## config.mk

```make
export PLATFORM = sky130hd
export DESIGN_NAME = ac_dac_feeder
export DESIGN_NICKNAME = d
export VERILOG_FILES = /design/src/rtl/ac_dac_feeder.sv
export SDC_FILE = /design/constraint.sdc
export NUM_CORES = 1
export LEC_CHECK = 0
export CAP_MARGIN = 20
export CORE_ASPECT_RATIO = 0.75
export CORE_MARGIN = 5
export CORE_UTILIZATION = 30
export CTS_BUF_LIST = sky130_fd_sc_hd__clkbuf_16
export DETAILED_ROUTE_END_ITERATION = 10
export GPL_ROUTABILITY_DRIVEN = 1
export HOLD_SLACK_MARGIN = 0.1
export PLACE_DENSITY = 0.55
export SLEW_MARGIN = 40
export SYNTH_ARGS = -nofsm -noshare
export SYNTH_HDL_FRONTEND = slang
export SYNTH_SLANG_ARGS = --single-unit
```

## constraint.sdc

```tcl
create_clock -name clk -period 7.3 [get_ports clk]
set_input_delay 1.825 -clock clk [delete_from_list [all_inputs] [get_ports clk]]
set_output_delay 1.825 -clock clk [all_outputs]
set_load 0.01 [all_outputs]
```

## src/rtl/ac_dac_feeder.sv

```systemverilog
// ac_dac_feeder: stereo playback FIFO that feeds the codec serial interface.
// It accepts sample pairs over valid/ready and presents one pair per codec tick.
// It handles underrun (zero or hold output) and flush.
// It reports the FIFO level and a saturating underrun count.
module ac_dac_feeder #(
    parameter int unsigned DATA_WDT      = 24,
    parameter int unsigned FIFO_DEPTH    = 16,
    parameter string       UNDERRUN_MODE = "ZERO"
) (
    input  logic                              clk,
    input  logic                              reset,
    input  logic                              cmdModEn,
    input  logic                              inValid,
    output logic                              inReady,
    input  logic [DATA_WDT-1:0]               inDataL,
    input  logic [DATA_WDT-1:0]               inDataR,
    input  logic                              tick,
    output logic [DATA_WDT-1:0]               genDataL,
    output logic [DATA_WDT-1:0]               genDataR,
    output logic [$clog2(FIFO_DEPTH):0]       fifoLevel,
    output logic                              underrun,
    output logic [15:0]                       underCnt,
    input  logic                              clrCnt
);

    localparam int unsigned AW = $clog2(FIFO_DEPTH);
    localparam int unsigned LW = AW + 1;
    localparam bit HOLD_MODE = (UNDERRUN_MODE == "HOLD");

    if (!(DATA_WDT == 16 || DATA_WDT == 20 || DATA_WDT == 24 || DATA_WDT == 32)) begin : g_bad_wdt
        $error("ac_dac_feeder: DATA_WDT must be 16, 20, 24 or 32");
    end
    if (FIFO_DEPTH < 2 || (FIFO_DEPTH & (FIFO_DEPTH - 1)) != 0) begin : g_bad_depth
        $error("ac_dac_feeder: FIFO_DEPTH must be a power of 2 and >= 2");
    end
    if (!(UNDERRUN_MODE == "ZERO" || UNDERRUN_MODE == "HOLD")) begin : g_bad_mode
        $error("ac_dac_feeder: UNDERRUN_MODE must be \"ZERO\" or \"HOLD\"");
    end

    logic [DATA_WDT-1:0] r_memL [FIFO_DEPTH];
    logic [DATA_WDT-1:0] r_memR [FIFO_DEPTH];
    logic [AW-1:0]       r_wrPtr;
    logic [AW-1:0]       r_rdPtr;
    logic [LW-1:0]       r_level;
    logic [DATA_WDT-1:0] r_genL;
    logic [DATA_WDT-1:0] r_genR;
    logic                r_underrun;
    logic [15:0]         r_underCnt;

    logic w_full;
    logic w_empty;
    logic w_ready;
    logic w_push;
    logic w_pop;
    logic w_under;

    // Handshake and pop decisions are made from the pre-edge registered state only.
    always_comb begin
        w_full  = (r_level == LW'(FIFO_DEPTH));
        w_empty = (r_level == '0);
        w_ready = cmdModEn & ~w_full & ~reset;
        w_push  = inValid & w_ready;
        w_pop   = tick & cmdModEn & ~w_empty;
        w_under = tick & cmdModEn & w_empty;
    end

    // Sample storage. It is written on push and needs no reset.
    always_ff @(posedge clk) begin
        if (w_push) begin
            r_memL[r_wrPtr] <= inDataL;
            r_memR[r_wrPtr] <= inDataR;
        end
    end

    // Pointers and level. A disabled module flushes the FIFO.
    always_ff @(posedge clk) begin
        if (reset || !cmdModEn) begin
            r_wrPtr <= '0;
            r_rdPtr <= '0;
            r_level <= '0;
        end else begin
            if (w_push) r_wrPtr <= r_wrPtr + AW'(1);
            if (w_pop)  r_rdPtr <= r_rdPtr + AW'(1);
            case ({w_push, w_pop})
                2'b10:   r_level <= r_level + LW'(1);
                2'b01:   r_level <= r_level - LW'(1);
                default: r_level <= r_level;
            endcase
        end
    end

    // Output pair register: it is loaded on tick and handles the underrun policy.
    always_ff @(posedge clk) begin
        if (reset || !cmdModEn) begin
            r_genL <= '0;
            r_genR <= '0;
        end else if (w_pop) begin
            r_genL <= r_memL[r_rdPtr];
            r_genR <= r_memR[r_rdPtr];
        end else if (w_under && !HOLD_MODE) begin
            r_genL <= '0;
            r_genR <= '0;
        end
    end

    // Underrun pulse and saturating counter. A clear wins over an increment.
    always_ff @(posedge clk) begin
        if (reset) begin
            r_underrun <= 1'b0;
            r_underCnt <= '0;
        end else begin
            r_underrun <= w_under;
            if (clrCnt)
                r_underCnt <= '0;
            else if (w_under && r_underCnt != '1)
                r_underCnt <= r_underCnt + 16'd1;
        end
    end

    assign inReady   = w_ready;
    assign genDataL  = r_genL;
    assign genDataR  = r_genR;
    assign fifoLevel = r_level;
    assign underrun  = r_underrun;
    assign underCnt  = r_underCnt;

endmodule
```

Word-level counts from Yosys, hierarchy flattened
Memories as Yosys holds them, arrays and structs flattened. A register that Yosys moved wholly into a read port is not among the register bits.
Index checks and enable logic that the tools add are counted.
{"block": "totals", "ramBits": 768, "wordCells": 44, "n_memories": 2, "register_bits": 78, "out_inout_bits": 71, "inputBits": 54}
{"name": "r_memL", "depth": 16, "width": 24, "read_ports": 1, "rd_clocked_by_memory_dff": 1, "wr": 1, "line_no": "40", "rtl": "logic [DATA_WDT-1:0] r_memL [FIFO_DEPTH];"}
{"name": "r_memR", "depth": 16, "width": 24, "read_ports": 1, "rd_clocked_by_memory_dff": 1, "wr": 1, "line_no": "41", "rtl": "logic [DATA_WDT-1:0] r_memR [FIFO_DEPTH];"}
{"block": "op_classes", "bitwise": 9, "muxes": 10, "addsub": 5, "n_reduce_logical": 7, "n_eq_ne": 4}
{"op": "24-bit two-way mux", "count": 3}
{"op": "16-bit by 1-bit adder with 16-bit output (second input constant)", "count": 1}
{"op": "4-bit two-way mux", "count": 4}
{"op": "16-bit inequality test (second input constant)", "count": 1}
{"op": "5-bit one-hot mux with 2 select lines", "count": 1}
{"op": "4-bit by 1-bit adder with 4-bit output (second input constant)", "count": 2}
{"op": "1-bit AND", "count": 6}
{"op": "5-bit by 1-bit adder with 5-bit output (second input constant)", "count": 1}
{"op": "5-bit == test (second input constant)", "count": 1}
{"op": "5-bit zero test", "count": 1}
{"op": "5-bit by 1-bit subtractor with 5-bit output (second input constant)", "count": 1}
{"op": "2-bit nonzero test", "count": 2}
{"op": "1-bit inverter", "count": 3}
{"op": "2-bit by 1-bit == test with 1-bit output (second input constant)", "count": 1}
{"op": "2-bit == test (second input constant)", "count": 1}
{"op": "1-bit two-way mux", "count": 2}
{"op": "2-bit OR reduction", "count": 1}
{"op": "1-bit logical AND", "count": 1}
{"op": "1-bit zero test", "count": 1}
{"op": "1-bit logical OR", "count": 1}

Longest topological paths before layout
{"block": "logic_depth", "ltp_word": 7, "depth_mapped": 12, "ltp_nobuf": 11}

Worst setup path after synthesis
Ideal clock, no wire load.
{"block": "synth_timing", "kind": "in2reg", "start": "input port reset", "end": "memory r_memL[3][0] (enable)", "path_stages": 5, "t_required_ps": 6787, "slack_ps": 732, "setup_time_ps": 513, "path_buffers": 1, "t_arrival_ps": 6055, "path_cell_list": "nand2b_1 -> buf_2 -> a211oi_2 -> nand2_1 -> nor3_1"}
{"block": "synth_via", "elab_chain_cells": 5}
{"element": "start: declaration", "line_no": "11", "rtl": "input logic reset,"}
{"element": "1-bit inverter", "line_no": "61", "rtl": "w_ready = cmdModEn & ~w_full & ~reset;"}
{"element": "1-bit AND", "line_no": "61"}
{"element": "1-bit AND", "line_no": "62", "rtl": "w_push = inValid & w_ready;"}
{"element": "1-bit two-way mux", "line_no": "69", "rtl": "if (w_push) begin"}
{"element": "1-bit two-way mux (implied by the code)", "line_no": "70", "rtl": "r_memL[r_wrPtr] <= inDataL;"}
{"element": "end: declaration", "line_no": "40"}
No other way between the ends.

Final worst setup path
{"block": "layout_timing", "start": "input port reset", "end": "output port inReady"}
{"block": "layout_via", "elab_chain_cells": 2}
{"element": "1-bit inverter", "line_no": "61"}
{"element": "1-bit AND", "line_no": "61"}
{"element": "end: declaration", "line_no": "14", "rtl": "output logic inReady,"}
No other way between the ends.

==> results.json <==
{
  "status": "finished clean",
  "cts_hold_buf": 0,
  "synth-async-reset-ratio": 0,
  "holdPathStages": 2,
  "p_leak_nw": 11.5,
  "coreArea_sq_um": 107000,
  "fin_crit_sh": 0.754,
  "viasPerCell": 4.83,
  "cts.sinks": 850,
  "holdWs_ns": 0.492,
  "port_buffers": 124,
  "dieArea_sq_um": 114000,
  "critPathMaxStageDelay_ns": 0.59,
  "preCtsSetupSlack_ns": 1.64,
  "placed_cells": 3128,
  "crit_required_ns": 5.48,
  "post_cts_resized": 0,
  "cts_tree": "built",
  "insertion_delay_ns": 0.64,
  "cts-root-buf": "clkbuf_16",
  "setup_viol": 0,
  "irDropWorstVdd_mv": 0.183,
  "nFillCells": 9879,
  "htree_num_levels": 3,
  "syn_inst": 1617,
  "drtIter0Drc": 1353,
  "diodes": 0,
  "hp-class": "flip-flop to flip-flop",
  "period_needed_ns": 5.50,
  "place_area_sq_um": 35500,
  "yosysTopAreaCell": "edfxtp_1",
  "finalInstanceArea_sq_um": 38300,
  "worst_pin_slew_ns": 0.916,
  "synth_warnings": 0,
  "gr-total-overflow": 0,
  "initial_core_util": 0.301,
  "yosys.cell_count.top_type": "edfxtp_1",
  "max_slew_margin": 0.384,
  "path_delay_family": "buffers and inverters",
  "avgSynthCellArea_sq_um": 19.9,
  "r2r_cells": 11,
  "synth_fp_nets": 1681,
  "dpl.hpwl_mm": 45.0,
  "grt_pass1_wl_mm": 113,
  "path_buf_inv": 2,
  "seqCellArea_sq_um": 24700,
  "track_usage": 0.132,
  "antenna_found_initial": 1,
  "wl_per_cell_microns": 23.4,
  "holdPathEnd": "genDataR[13]$_SDFFE_PP0P_",
  "final_antenna_net_count": 0,
  "synth_top_cell_area_share": 0.716,
  "crit_type": "primary input to primary output",
  "area_delta_synth_final_pct": 19.0,
  "endpoint_kind": "primary output",
  "cts_buffers": 89,
  "fin_ws_ns": 1.80,
  "cp_common_cell": "clkdlybuf4s50_1",
  "grt_start_max_net_pins": 102,
  "clock_skew_ns": 0.0232,
  "stdcell_count": 3292,
  "r2r_slack_ns": 3.85,
  "r2r_start": "fifoLevel[1]$_SDFFE_PP0P_",
  "nets": 1853,
  "power_density_nw_per_um2": 256,
  "multi_input_comb_area_sq_um": 7220,
  "pin_count": 125,
  "startpoint_type": "primary input",
  "die_w_microns": 388,
  "ys.flop_type": "edfxtp_1",
  "via_count": 15900,
  "crit_slowest_cell": "clkdlybuf4s50_1",
  "drt-total-wl_mm": 76.9,
  "rsz0062_at_grt": "no",
  "drt_first_pass_iters": 5,
  "synth_edf_count": 768,
  "critPathArrivalTime_ns": 3.68,
  "hp-start": "genDataR[13]$_SDFFE_PP0P_",
  "synth_area_sq_um": 32200,
  "fmax_mhz": 182,
  "ys_ff_latch": 850,
  "post-route-util": 0.358,
  "ys_seq_area_frac": 0.767,
  "path_cells": "clkdlybuf4s50_1 > nand2b_1 > a21oi_1 > clkdlybuf4s50_1",
  "drv_slew": 0,
  "grt_pass1_vias": 16400,
  "clkTransAtPathRegs_ns": 0.06,
  "drc_errors": 0,
  "finalHoldViolCount": 0,
  "cts_setup_buffers": 0,
  "power_mw": 9.83,
  "synth_cell_type_count": 46,
  "r2r-end": "fifoLevel[4]$_SDFFE_PP0P_",
  "max_cap_violations": 0,
  "place_congestion": 0.768,
  "critPathMaxFanout": 19,
  "tns_ns": 0,
  "synth_area_leaders": "edfxtp_1, mux4_2, dfxtp_1",
  "synth_common_cells": "edfxtp_1, mux4_2, mux2i_1, nor2_1, dfxtp_1",
  "drive_gt1_frac": 0.210,
  "clock_path_buffers": 3,
  "rows": 104,
  "die_y_microns": 294
}
-- sequential cells by signal, summed over array words and instances, names as in the netlist, named ones only --
register,count
underrun,1
r_rdPtr,4
r_memL,384
genDataR,24
r_wrPtr,4
fifoLevel,5
r_memR,384
genDataL,24
underCnt,16
-- layout by cell type (no fill, tap or decap), types with 5 or more instances in the layout --
cell / synthesis / layout
edfxtp_1: 768 / 768
clkinv_1: 0 / 17
o21ai_0: 50 / 50
xor2_1: 5 / 5
bufinv_16: 0 / 8
nand2_1: 17 / 17
nor2_1: 90 / 77
nor3_1: 11 / 7
xnor2_1: 19 / 19
dfxtp_1: 82 / 79
nor2_4: 0 / 13
ha_1: 10 / 10
nand2b_1: 5 / 5
mux4_2: 146 / 146
nand4_1: 6 / 6
clkdlybuf4s50_1: 0 / 124
inv_1: 7 / 31
mux2_2: 48 / 48
a21oi_1: 29 / 29
nor4_1: 7 / 6
clkbuf_16: 0 / 90
clkinv_2: 0 / 16
a22oi_1: 71 / 71
buf_4: 5 / 28
nand3_1: 11 / 10
buf_12: 0 / 8
mux2i_1: 96 / 96
o31ai_1: 24 / 24
-- metal layers --
metal  vias up  GRT usage  part of all wire
met5         -          0           0.00022
met3       126     0.0225             0.048
met1      8386      0.190              0.46
met4         2     0.0347             0.024
li1       6960          -                 -
met2       440      0.210              0.47
-- worst max-delay path by stage --
stage,startpoint,end,cells past startpoint
after global routing,reset,inReady,4
after global placement,reset,fifoLevel[4]$_SDFFE_PP0P_,12
after floorplan,reset,r_memL[3][0]$_DFFE_PP_,5
after CTS,reset,inReady,4
after detailed placement,reset,fifoLevel[4]$_SDFFE_PP0P_,12
final,reset,inReady,4
-- worst register-to-register path, cell delays in order, from the launching register on --
cell      delay, ns
dfxtp_1        0.57
nor4_4         0.15
a211oi_2       0.72
inv_1          0.16
ha_1           0.35
xor2_1         0.18
ha_1           0.23
a211o_1        0.28
a211o_1        0.30
a31oi_1        0.18
xnor2_1        0.14
nor2_1         0.05
-- final cells by class --
type / instances / share of cell area
sequential: 850 / 0.645
multi-input combinational: 672 / 0.188
clock buffer: 90 / 0.0587
tap: 1431 / 0.0467
timing repair buffer: 169 / 0.0458
clock inverter: 73 / 0.0150
inverter: 7 / 0.000685
-- logic make-up (layout without fill, tap and decap cells) --
family | after synthesis | count (layout) | share of synthesized area
adder cells (fa/ha/maj) | 10 | 10 | 0.00388
buffers and inverters | 95 | 339 | 0.0134
AO/OA/AOI/OAI | 183 | 183 | 0.0368
XOR/XNOR | 24 | 24 | 0.00652
flip-flops | 850 | 850 | 0.767
multiplexers | 290 | 290 | 0.149
AND/OR/NAND/NOR | 165 | 165 | 0.0240
-- power by group --
part | switching [mW] | internal (mW) | total, mW
Combinational | 0.101 | 0.0482 | 0.149
Sequential | 0.00427 | 5.31 | 5.32
Clock | 1.84 | 2.52 | 4.36
Power figures use the tool's default switching activity.
